File: src/rtl/ram_port_arbiter.sv
// ram_port_arbiter: shares one RAM data port between the core LSU (C)
// and a DMA/loader master (D), round-robin with a bounded DMA lock.
// Ports:
//   clk, rst_n              clock, async active-low reset
//   c_req/we/rtype/wtype/addr/wdata -> c_gnt, c_rvalid   core side
//   d_req/we/rtype/wtype/addr/wdata, d_lock -> d_gnt, d_rvalid  DMA side
//   rdata                   shared read-return bus (= ram_rdata)
//   ram_ren/wen/rtype/wtype/addr/wdata -> RAM command, ram_rdata <- RAM
module ram_port_arbiter #(
   parameter int ADDR_W    = 64,
   parameter int DATA_W    = 64,
   parameter int BURST_MAX = 4
) (
   input  logic              clk,
   input  logic              rst_n,
   input  logic              c_req,
   input  logic              c_we,
   input  logic [2:0]        c_rtype,
   input  logic [1:0]        c_wtype,
   input  logic [ADDR_W-1:0] c_addr,
   input  logic [DATA_W-1:0] c_wdata,
   output logic              c_gnt,
   output logic              c_rvalid,
   input  logic              d_req,
   input  logic              d_we,
   input  logic [2:0]        d_rtype,
   input  logic [1:0]        d_wtype,
   input  logic [ADDR_W-1:0] d_addr,
   input  logic [DATA_W-1:0] d_wdata,
   input  logic              d_lock,
   output logic              d_gnt,
   output logic              d_rvalid,
   output logic [DATA_W-1:0] rdata,
   output logic              ram_ren,
   output logic              ram_wen,
   output logic [2:0]        ram_rtype,
   output logic [1:0]        ram_wtype,
   output logic [ADDR_W-1:0] ram_addr,
   output logic [DATA_W-1:0] ram_wdata,
   input  logic [DATA_W-1:0] ram_rdata
);

   typedef enum logic {
      ST_RR    = 1'b0,
      ST_DLOCK = 1'b1
   } st_t;

   localparam logic [3:0] LP_MAX = 4'(BURST_MAX);

   st_t        r_st;
   logic       r_last;
   logic [3:0] r_cnt;
   logic       r_rv_c;
   logic       r_rv_d;

   logic       w_c_sel;
   logic       w_d_sel;
   logic       w_c_gnt;
   logic       w_d_gnt;
   logic [3:0] w_cnt_inc;
   logic       w_cap;
   logic       w_exit;

   // Requester selection from requests and registered state only.
   always_comb begin
      w_c_sel = 1'b0;
      w_d_sel = 1'b0;
      case (r_st)
         ST_RR: begin
            if (c_req && d_req) begin
               // last=1 means DMA went last, so the core wins now
               w_c_sel = r_last;
               w_d_sel = ~r_last;
            end else begin
               w_c_sel = c_req;
               w_d_sel = d_req;
            end
         end
         ST_DLOCK: begin
            w_d_sel = d_req;
         end
         default: begin
            w_c_sel = 1'b0;
            w_d_sel = 1'b0;
         end
      endcase
   end

   // Grants are forced low while reset is asserted so every output
   // drops immediately on an asynchronous reset.
   assign w_c_gnt = w_c_sel & rst_n;
   assign w_d_gnt = w_d_sel & rst_n;

   assign w_cnt_inc = r_cnt + 4'd1;
   assign w_cap     = w_d_gnt && (w_cnt_inc == LP_MAX);
   // A released lock and a burst cap in the same cycle give one exit.
   assign w_exit    = ~d_lock | w_cap;

   always_ff @(posedge clk or negedge rst_n) begin
      if (!rst_n) begin
         r_st   <= ST_RR;
         r_last <= 1'b1;
         r_cnt  <= 4'd0;
         r_rv_c <= 1'b0;
         r_rv_d <= 1'b0;
      end else begin
         r_rv_c <= w_c_gnt & ~c_we;
         r_rv_d <= w_d_gnt & ~d_we;
         case (r_st)
            ST_RR: begin
               if (w_c_gnt) begin
                  r_last <= 1'b0;
               end
               if (w_d_gnt) begin
                  r_last <= 1'b1;
                  if (d_lock) begin
                     r_st  <= ST_DLOCK;
                     r_cnt <= 4'd1;
                  end
               end
            end
            ST_DLOCK: begin
               if (w_d_gnt) begin
                  r_cnt <= w_cnt_inc;
               end
               if (w_exit) begin
                  r_st   <= ST_RR;
                  r_last <= 1'b1;
               end
            end
            default: begin
               r_st <= ST_RR;
            end
         endcase
      end
   end

   // RAM command mux: zeros when nobody is granted.
   always_comb begin
      ram_ren   = 1'b0;
      ram_wen   = 1'b0;
      ram_rtype = 3'd0;
      ram_wtype = 2'd0;
      ram_addr  = '0;
      ram_wdata = '0;
      if (w_c_gnt) begin
         ram_ren   = ~c_we;
         ram_wen   = c_we;
         ram_rtype = c_rtype;
         ram_wtype = c_wtype;
         ram_addr  = c_addr;
         ram_wdata = c_wdata;
      end else if (w_d_gnt) begin
         ram_ren   = ~d_we;
         ram_wen   = d_we;
         ram_rtype = d_rtype;
         ram_wtype = d_wtype;
         ram_addr  = d_addr;
         ram_wdata = d_wdata;
      end
   end

   assign c_gnt    = w_c_gnt;
   assign d_gnt    = w_d_gnt;
   assign c_rvalid = r_rv_c;
   assign d_rvalid = r_rv_d;
   assign rdata    = ram_rdata;

endmodule

File: config.mk
export PLATFORM = sky130hd
export DESIGN_NAME = ram_port_arbiter
export DESIGN_NICKNAME = d
export VERILOG_FILES = /design/src/rtl/ram_port_arbiter.sv
export SDC_FILE = /design/constraint.sdc
export NUM_CORES = 1
export LEC_CHECK = 0
export ABC_AREA = 1
export BUFFER_PORTS_ARGS = -buffer_cell sky130_fd_sc_hd__buf_2
export CAP_MARGIN = 25
export CORE_AREA = 8 8 206 208
export CTS_BUF_LIST = sky130_fd_sc_hd__clkbuf_2
export DETAILED_ROUTE_END_ITERATION = 16
export DIE_AREA = 0 0 214 216
export GPL_TIMING_DRIVEN = 0
export HOLD_SLACK_MARGIN = 0.1
export PLACE_DENSITY = 0.41
export SKIP_CTS_REPAIR_TIMING = 1
export SLEW_MARGIN = 20
export SYNTH_ARGS = -nofsm -noshare
export SYNTH_HDL_FRONTEND = slang
export SYNTH_SLANG_ARGS = --single-unit
File: constraint.sdc
create_clock -name clk -period 1.95 [get_ports clk]
set_clock_uncertainty 0.05 [all_clocks]
set_input_delay 0.0975 -clock clk [delete_from_list [all_inputs] [get_ports clk]]
set_output_delay 0.0975 -clock clk [all_outputs]
set_load 0.05 [all_outputs]
Word-level counts from Yosys, hierarchy flattened --
Cells that the tools add are included.
Word-level totals: flip-flop bits (word level) 8, input port bits 337, output and inout port bits 203, logic and storage cells 54
Operators by class: $add $sub $neg 1, equal/unequal tests 6, muxes and demuxes 28, bitwise logic cells 10, reduce and logical (&&, ||, !) cells 4
Operators by type and width (count):
- two-way mux 64 bit | 4
- two-way mux 1 bit | 13
- two-way mux 4 bit | 3
- one-hot mux 4 bit (2 select lines) | 1
- two-way mux 3 bit | 2
- one-hot mux 1 bit (2 select lines) | 3
- inverter 1 bit | 5
- adder 4 x 1 -> 4 bit (second input constant) | 1
- bitwise AND 1 bit | 4
- equality test 4 x 3 -> 1 bit (second input constant) | 1
- two-way mux 2 bit | 2
- != test 2 x 1 -> 1 bit (second input constant) | 2
- != test 2 bit (second input constant) | 2
- != test 3 bit (second input constant) | 1
- AND reduction 3 bit | 1
- logical AND 1 bit | 2
- AND reduction 2 bit | 1
- OR 1 bit | 1

Logic depth before layout (Yosys ltp) --
Gate-level depths: netlist of the first run.
depth after elaboration 8, depth in mapped cells 9, mapped depth without buffers 8

Least setup slack after synthesis of the first run --
No wires, ideal clock.
kind reg2out, from reg r_st, to out ram_wen, arrival time 1.903 ns, data required time 1.803 ns, slack -0.100 ns, stages on the path, launching flop included 9, path buffers 2, cells stage by stage dfrtp_1 -> buf_6 -> clkinv_2 -> nand3_2 -> nand2_4 -> inv_4 -> buf_2 -> nand2_1 -> a21oi_1
Between the ends: word-level cells in the longest chain between the ends 5, elaborated cells on any way between the ends 7, classes of those cells mux (4); bitwise (3)
Ends and longest elaborated chain:
- start, declared | RTL line 50 | st_t r_st;
- start signal, assigned | RTL line 101 | r_st <= ST_RR;
- start signal, assigned | RTL line 117 | r_st <= ST_DLOCK;
- start signal, assigned | RTL line 127 | r_st <= ST_RR;
- inverter 1 bit
- one-hot mux 1 bit (2 select lines) * | RTL line 68 | case (r_st)
- bitwise AND 1 bit * | RTL line 92 | assign w_d_gnt = w_d_sel & rst_n;
- named net d_gnt | RTL line 31 | output logic d_gnt,
- two-way mux 1 bit * | RTL line 153 | end else if (w_d_gnt) begin
- two-way mux 1 bit * | RTL line 146 | if (w_c_gnt) begin
- end, declared | RTL line 35 | output logic ram_wen,
The timed path passes the listed nets; every way through them passes the cells marked *.

Worst setup path in the final report of the first run --
from reg r_last, to out ram_wdata[63]
Between the ends: word-level cells in the longest chain between the ends 6, elaborated cells on any way between the ends 9, classes of those cells mux (6); bitwise (3)
Ends and longest elaborated chain:
- start, declared | RTL line 51 | logic r_last;
- start signal, assigned | RTL line 102 | r_last <= 1'b1;
- start signal, assigned | RTL line 112 | r_last <= 1'b0;
- start signal, assigned | RTL line 115 | r_last <= 1'b1;
- inverter 1 bit | RTL line 73 | w_d_sel = ~r_last;
- two-way mux 1 bit | RTL line 70 | if (c_req && d_req) begin
- one-hot mux 1 bit (2 select lines) | RTL line 68
- bitwise AND 1 bit | RTL line 92
- two-way mux 64 bit | RTL line 153
- two-way mux 64 bit * | RTL line 146
- end, declared | RTL line 39 | output logic [DATA_W-1:0] ram_wdata,
Every way passes the cells marked *; elsewhere a longest branch is shown, timed or not.

==> results of run 1 <==
## synthesized netlist by cell type
cell type / instances
nand3_2: 2
nand2_1: 18
nand4_1: 1
xor2_1: 1
buf_4: 64
inv_1: 6
nor2_4: 1
inv_2: 2
nand2_4: 1
o22ai_1: 2
clkinv_2: 1
a22o_1: 133
o21ai_0: 3
ha_1: 1
buf_2: 15
inv_4: 1
buf_6: 13
dfrtp_1: 7
nand3_1: 3
a21oi_1: 1
buf_8: 1
nor2_1: 5
dfstp_2: 1
## stage by stage
step,util,setup TNS [ns]
2_1_floorplan,-,0
3_3_place_gp,0.137,-12.74
3_5_place_dp,0.137,-15.99
4_1_cts,0.137,-55.19
5_1_grt,0.162,-15.95
6_report,0.162,-1.49
## kinds of logic after synthesis
group	after synthesis
simple gates	31
compound gates	139
buf+inv	103
fa+ha+maj	1
flops	8
xor+xnor	1
## tightest hold or removal path, stage by stage
cell	delay, ns
buf_2	0.16
nand2_1	0.07
nand2_1	0.05
nand2_1	0.04
## flip-flops by register name, summed over array words and instances, names as in the netlist
name / count
r_cnt: 4
d_rvalid: 1
c_rvalid: 1
r_st: 1
r_last: 1
## power by group through the flow
stage | clock network (mW) | logic (mW) | registers, mW
finish | 0.116 | 3.17 | 0.246
global route | 0.133 | 3.33 | 0.255
CTS | 0.123 | 2.75 | 0.244
detailed placement | 0 | 2.74 | 0.247
global placement | 0 | 2.75 | 0.248
floorplan | 0 | 1.94 | 0.247
## worst max path at each step
stage | end | slack [ns]
floorplan | ram_addr[45] | 0.12
global placement | ram_wdata[3] | -0.28
detailed placement | ram_wdata[3] | -0.32
CTS | ram_wdata[3] | -0.61
global route | ram_wdata[36] | -0.18
finish | ram_wdata[63] | -0.06
## routing by layer
metal,global-route usage,share of wire
met4,0.0113,0.0092
met3,0.0260,0.079
met1,0.0844,0.38
met5,0,0.00093
met2,0.152,0.53
## cell type report
cell class | count | share of cell area
clock buffers | 4 | 0.00315
plain buffers | 93 | 0.127
repair inverters | 1 | 0.00138
multi-input cells | 172 | 0.222
well taps | 525 | 0.103
repair buffers | 486 | 0.502
flip-flops and latches | 8 | 0.0317
inverters | 10 | 0.00924
==> flow_summary.ini, run 1 <==
[clock_tree]
numCtsBuffers = 3
htree_levels = 1
clock_latency_ns = 0.24
cts_tree = done
cts.sinks = 8
clkTransAtPathRegs_ns = 0.08
clk_path_buf_depth = 2
root_buffer = clkbuf_2

[worst_setup_path]
path_delay_family = buffers and inverters
crit_type = flip-flop to output port
critPathLaunch = r_last$_DFFE_PN1P_
path_cells = inv_2, nand2_2, nand3_4, inv_6, buf_4, a22o_1, clkbuf_4
slowest_delay_ns = 0.57
worstSetupStartpointType = flip-flop
cp_slowest_cell = dfstp_2
end_kind = output port
cp_max_fo = 10
cp.depth = 7
rr_worst_depth = 8
crit_buf_inv = 4
r2r-end = r_cnt[0]$_DFFE_PN0P_
required_ns = 1.80
worstPathArrival_ns = 1.86
rrSetupSlack_ns = 0.52
reg2reg_from = r_st$_DFF_PN0_

[logic_synthesis]
synthAdderAreaFrac = 0.00537
synth_top_cell_by_area = a22o_1
syn-mean-instance-area_um2 = 8.23
synth_area_leaders = a22o_1, buf_4, dfrtp_1, buf_6, buf_2
synth_cells = 283
synthXorXnorAreaFrac = 0.00376
ys_ff_latch = 8
synth.top_cell.area_share = 0.500
synthMuxAreaShare = 0
syn_nets = 621
ys_types = 23
synth_area_um2 = 2330
synth-simple-area-share = 0.0645
synth_compound_area_frac = 0.514
yosys_warnings = 0
ys_seq_area_frac = 0.0865
synth_top_family_by_area = compound AO/OA/AOI/OAI gates

[power]
combPwrFrac = 0.898
p_sw_mw = 2.09
p_seq_frac = 0.070
p_int_mw = 1.44
power.total_mw = 3.54
power_density_nw_per_um2 = 556
peakVddDrop_mv = 0.214
power_frac_clock = 0.033
p_sw_frac = 0.592
p_leak_nw = 3.44

[layout]
seq_area_um2 = 201
fillers = 4425
nets = 1113
layout_commonest_cell = buf_2
mostFrequentLayoutCells = buf_2, a22o_1, buf_6
syn_to_final_growth_pct = 173
multi_input_area_um2 = 1410
layoutNonFillerInstCount = 1299
drive_above_1_share = 0.771
n_antenna_cell = 0
postLayoutCellArea_um2 = 6360

[run]
maxCapViolCount = 0

[timing]
fmax_mhz = 497
setup_viol = 77
period_share = 1.03
hold_viol = 0
maxSlewViolCount = 0
tightest_slew_ns = 0.391
hold-worst-slack_ns = 0.136
relSlewSlack = 0.739
period_needed_ns = 2.01
rsz0062_at_grt = yes
setup_ws_ns = -0.0609

[global_route]
first_global_vias = 4639
grt-ovfl-total = 0
antenna_found_initial = 1
grt_pass1_wl_um = 29100
grt_max_degree = 12
track_usage = 0.0792

[detailed_routing]
remaining_drc_errors = 0
ant_nets = 0
via_per_inst = 3.29
dr.pass1.iters = 4
drt_wl_total_um = 21600
drt-initial-drc-count = 124
wl_per_cell_um = 16.6
vias = 4280

[floorplan]
die_area_um2 = 46200
num_io_pins = 540
core_area_um2 = 39200
die_x_um = 214
start_util = 0.0594
die_h_um = 216
num_rows = 73

[placement]
dpl_worst_slack_ns = -0.316
dp_cells = 1283
port-buffer-count = 475
hpwl_um = 18300
gp_congestion = 0.765
placed_area_um2 = 5370

[min_path]
hold_path_end = r_last$_DFFE_PN1P_
holdPathStages = 4
hold_class = input port to flip-flop
hold_start = rst_n

[status]
violations = setup timing
outcome = finished with violations
Power figures use the tool's default switching activity.
==> run 2: changes to the inputs <==
Settings changed: ABC_AREA 1 to default, CORE_AREA 8 8 206 208 to 8 8 203 205, DIE_AREA 0 0 214 216 to 0 0 211 213, PLACE_DENSITY 0.41 to 0.42.
==> run 2 against run 1 <==
Net effect:
- the flow still finishes with violations (setup timing)
- largest cell class unchanged
- final area rose by 2.4%
- via count down 0.16%
- worst setup slack got worse by 0.093 ns
- clock power rose by 6%
- total power is 9.0% lower
==> flow_summary.ini, run 2 <==
[logic_synthesis]
ys_types = 30
synth_cells = 270
syn-mean-instance-area_um2 = 9.57
synth.top_cell.area_share = 0.386
yosys_warnings = 0
synthMostInstantiatedCell = a22o_1
yosys-top-cells-count = a22o_1, buf_4, a22o_2, buf_6, buf_12
synth_area_leaders = a22o_1, buf_4, buf_12, a22o_2, buf_6
postSynth.asyncResetShare = 1.00
synth_area_um2 = 2580
syn_nets = 608
ys_seq_area_frac = 0.0780
synth_ff_type = dfrtp_1
ys_ff_latch = 8
synth-edff-count = 0
synth_top_cell_by_area = a22o_1

[timing]
rsz0062_at_grt = yes
period_needed_ns = 2.10
relSlewSlack = 0.737
period_share = 1.08
maxSlewViolCount = 0
fmax_mhz = 475
hold_viol = 0
setup_viol = 129
setup_ws_ns = -0.154
tightest_slew_ns = 0.393

[clock_tree]
clk_path_buf_depth = 2
cts.sinks = 8
htree_levels = 1
clock_latency_ns = 0.25
cts_tree = done
clkTransAtPathRegs_ns = 0.10
numCtsBuffers = 3
root_buffer = clkbuf_2

[detailed_routing]
vias = 4273
wl_per_cell_um = 17.3
drt-initial-drc-count = 92
remaining_drc_errors = 0
drt_wl_total_um = 22200
ant_nets = 0
via_per_inst = 3.34
dr.pass1.iters = 4

[min_path]
hold_class = input port to flip-flop

[layout]
largest-register = r_cnt
syn_to_final_growth_pct = 152
largest_reg_flops = 4
final_core_util = 0.171
layout_commonest_cell = buf_2
nets = 1100
fillers = 4276
drive_above_1_share = 0.804
mostFrequentLayoutCells = buf_2, a22o_1, buf_6

[power]
power.total_mw = 3.22
peakVddDrop_mv = 0.206
power_density_nw_per_um2 = 494
p_seq_frac = 0.071
p_int_mw = 1.37
p_sw_frac = 0.575
combPwrFrac = 0.891
p_sw_mw = 1.85
p_leak_nw = 3.49
power_frac_clock = 0.038

[worst_setup_path]
crit_top_cell = buf_6
cp_max_fo = 10
worstPathArrival_ns = 1.96
slowest_delay_ns = 0.57
cp_slowest_cell = dfstp_2
worstSetupStartpointType = flip-flop
path_cells = nand2_1, o21ai_4, inv_4, buf_12, buf_6, a22o_1, buf_6
path_delay_family = buffers and inverters
crit_buf_inv = 4
required_ns = 1.80
end_kind = output port
crit_type = flip-flop to output port

[floorplan]
num_io_pins = 540
die_area_um2 = 44900
num_rows = 72
die_h_um = 213
die_x_um = 211
core_area_um2 = 38100
start_util = 0.0678

[global_route]
grt-ovfl-total = 0
grt_max_degree = 12
antenna_found_initial = 4
first_global_vias = 4591
grt_pass1_wl_um = 27700
track_usage = 0.0797

[placement]
hpwl_um = 18900
port-buffer-count = 475
dpl_worst_slack_ns = 0.0388
gp_congestion = 0.972

[status]
violations = setup timing
outcome = finished with violations

[run]
maxCapViolCount = 0
[run 2: cell types whose count changed after synthesis, moves of 3 or more]
cell,before,now
buf_12,0,14
a22o_1,133,114
buf_6,13,16
nor2_1,5,2
nand2_1,18,4
a22o_2,0,20
buf_2,15,0
[run 2: metal layers]
layer / global-route usage / up-vias / wire length (µm)
li1: - / 2001 / -
met1: 0.0778 / 1890 / 7700
met2: 0.157 / 350 / 11700
met3: 0.0277 / 30 / 2240
met4: 0.0195 / 2 / 514
met5: 0 / - / 12
[run 2: area by class of cell]
cell class                 instances  area (µm²)  area share
inverter                           5        21.3     0.00327
timing repair buffer             487        3210       0.492
multi-input combinational        162        1430       0.220
clock buffer                       4        20.0     0.00307
sequential                         8         201      0.0309
buffer                            95         980       0.150
tap                              518         648      0.0995
antenna                            2        5.00    0.000768
[run 2: logic make-up after synthesis]
family                     after synthesis  share of synthesized area
AOI/OAI and AO/OA                      146                      0.502
buffers and inverters                  100                      0.377
and+or+nand+nor                         13                     0.0315
DFF                                      8                     0.0780
xor gates and xnor gates                 1                    0.00339
muxes                                    1                    0.00387
adders and majority gates                1                    0.00484
[run 2: final timing paths]
kind	start	end	slack (ns)	cells past startpoint
worst max-delay path	r_last$_DFFE_PN1P_	ram_wdata[47]	-0.15	7
worst min register to register	r_cnt[3]$_DFFE_PN0P_	r_cnt[3]$_DFFE_PN0P_	0.48	1
max in group asynchronous	rst_n	r_last$_DFFE_PN1P_	1.20	2
worst max register to register	r_last$_DFFE_PN1P_	r_cnt[2]$_DFFE_PN0P_	0.37	6
min in group asynchronous	rst_n	c_rvalid$_DFF_PN0_	0.32	2
worst min-delay path	c_we	c_rvalid$_DFF_PN0_	0.16	3
[run 2: through the flow]
step,instances,TNS [ns],hold WS (ns),instance area (µm²)
after detailed placement,1263,0,-0.0647,5610
after global placement,1263,0,-0.0608,5610
final,1281,-12.72,0.155,6510
after floorplan,270,0,-0.248,2580
after CTS,1267,-20.77,-0.362,5630
after global routing,1280,-27.63,0.155,6510
[run 2: power by group through the flow]
stage,registers (mW),logic (mW),clock network [mW]
floorplan,0.233,1.79,0
global placement,0.233,2.54,0
detailed placement,0.233,2.54,0
CTS,0.229,2.54,0.131
global route,0.235,3.00,0.139
finish,0.228,2.87,0.123
[run 2: worst register-to-register path, stage by stage, from the launching register on]
cell       delay (ns)
dfstp_2          0.57
nand2_1          0.09
o21ai_4          0.21
inv_4            0.10
clkbuf_16        0.19
buf_6            0.15
o211ai_1         0.15
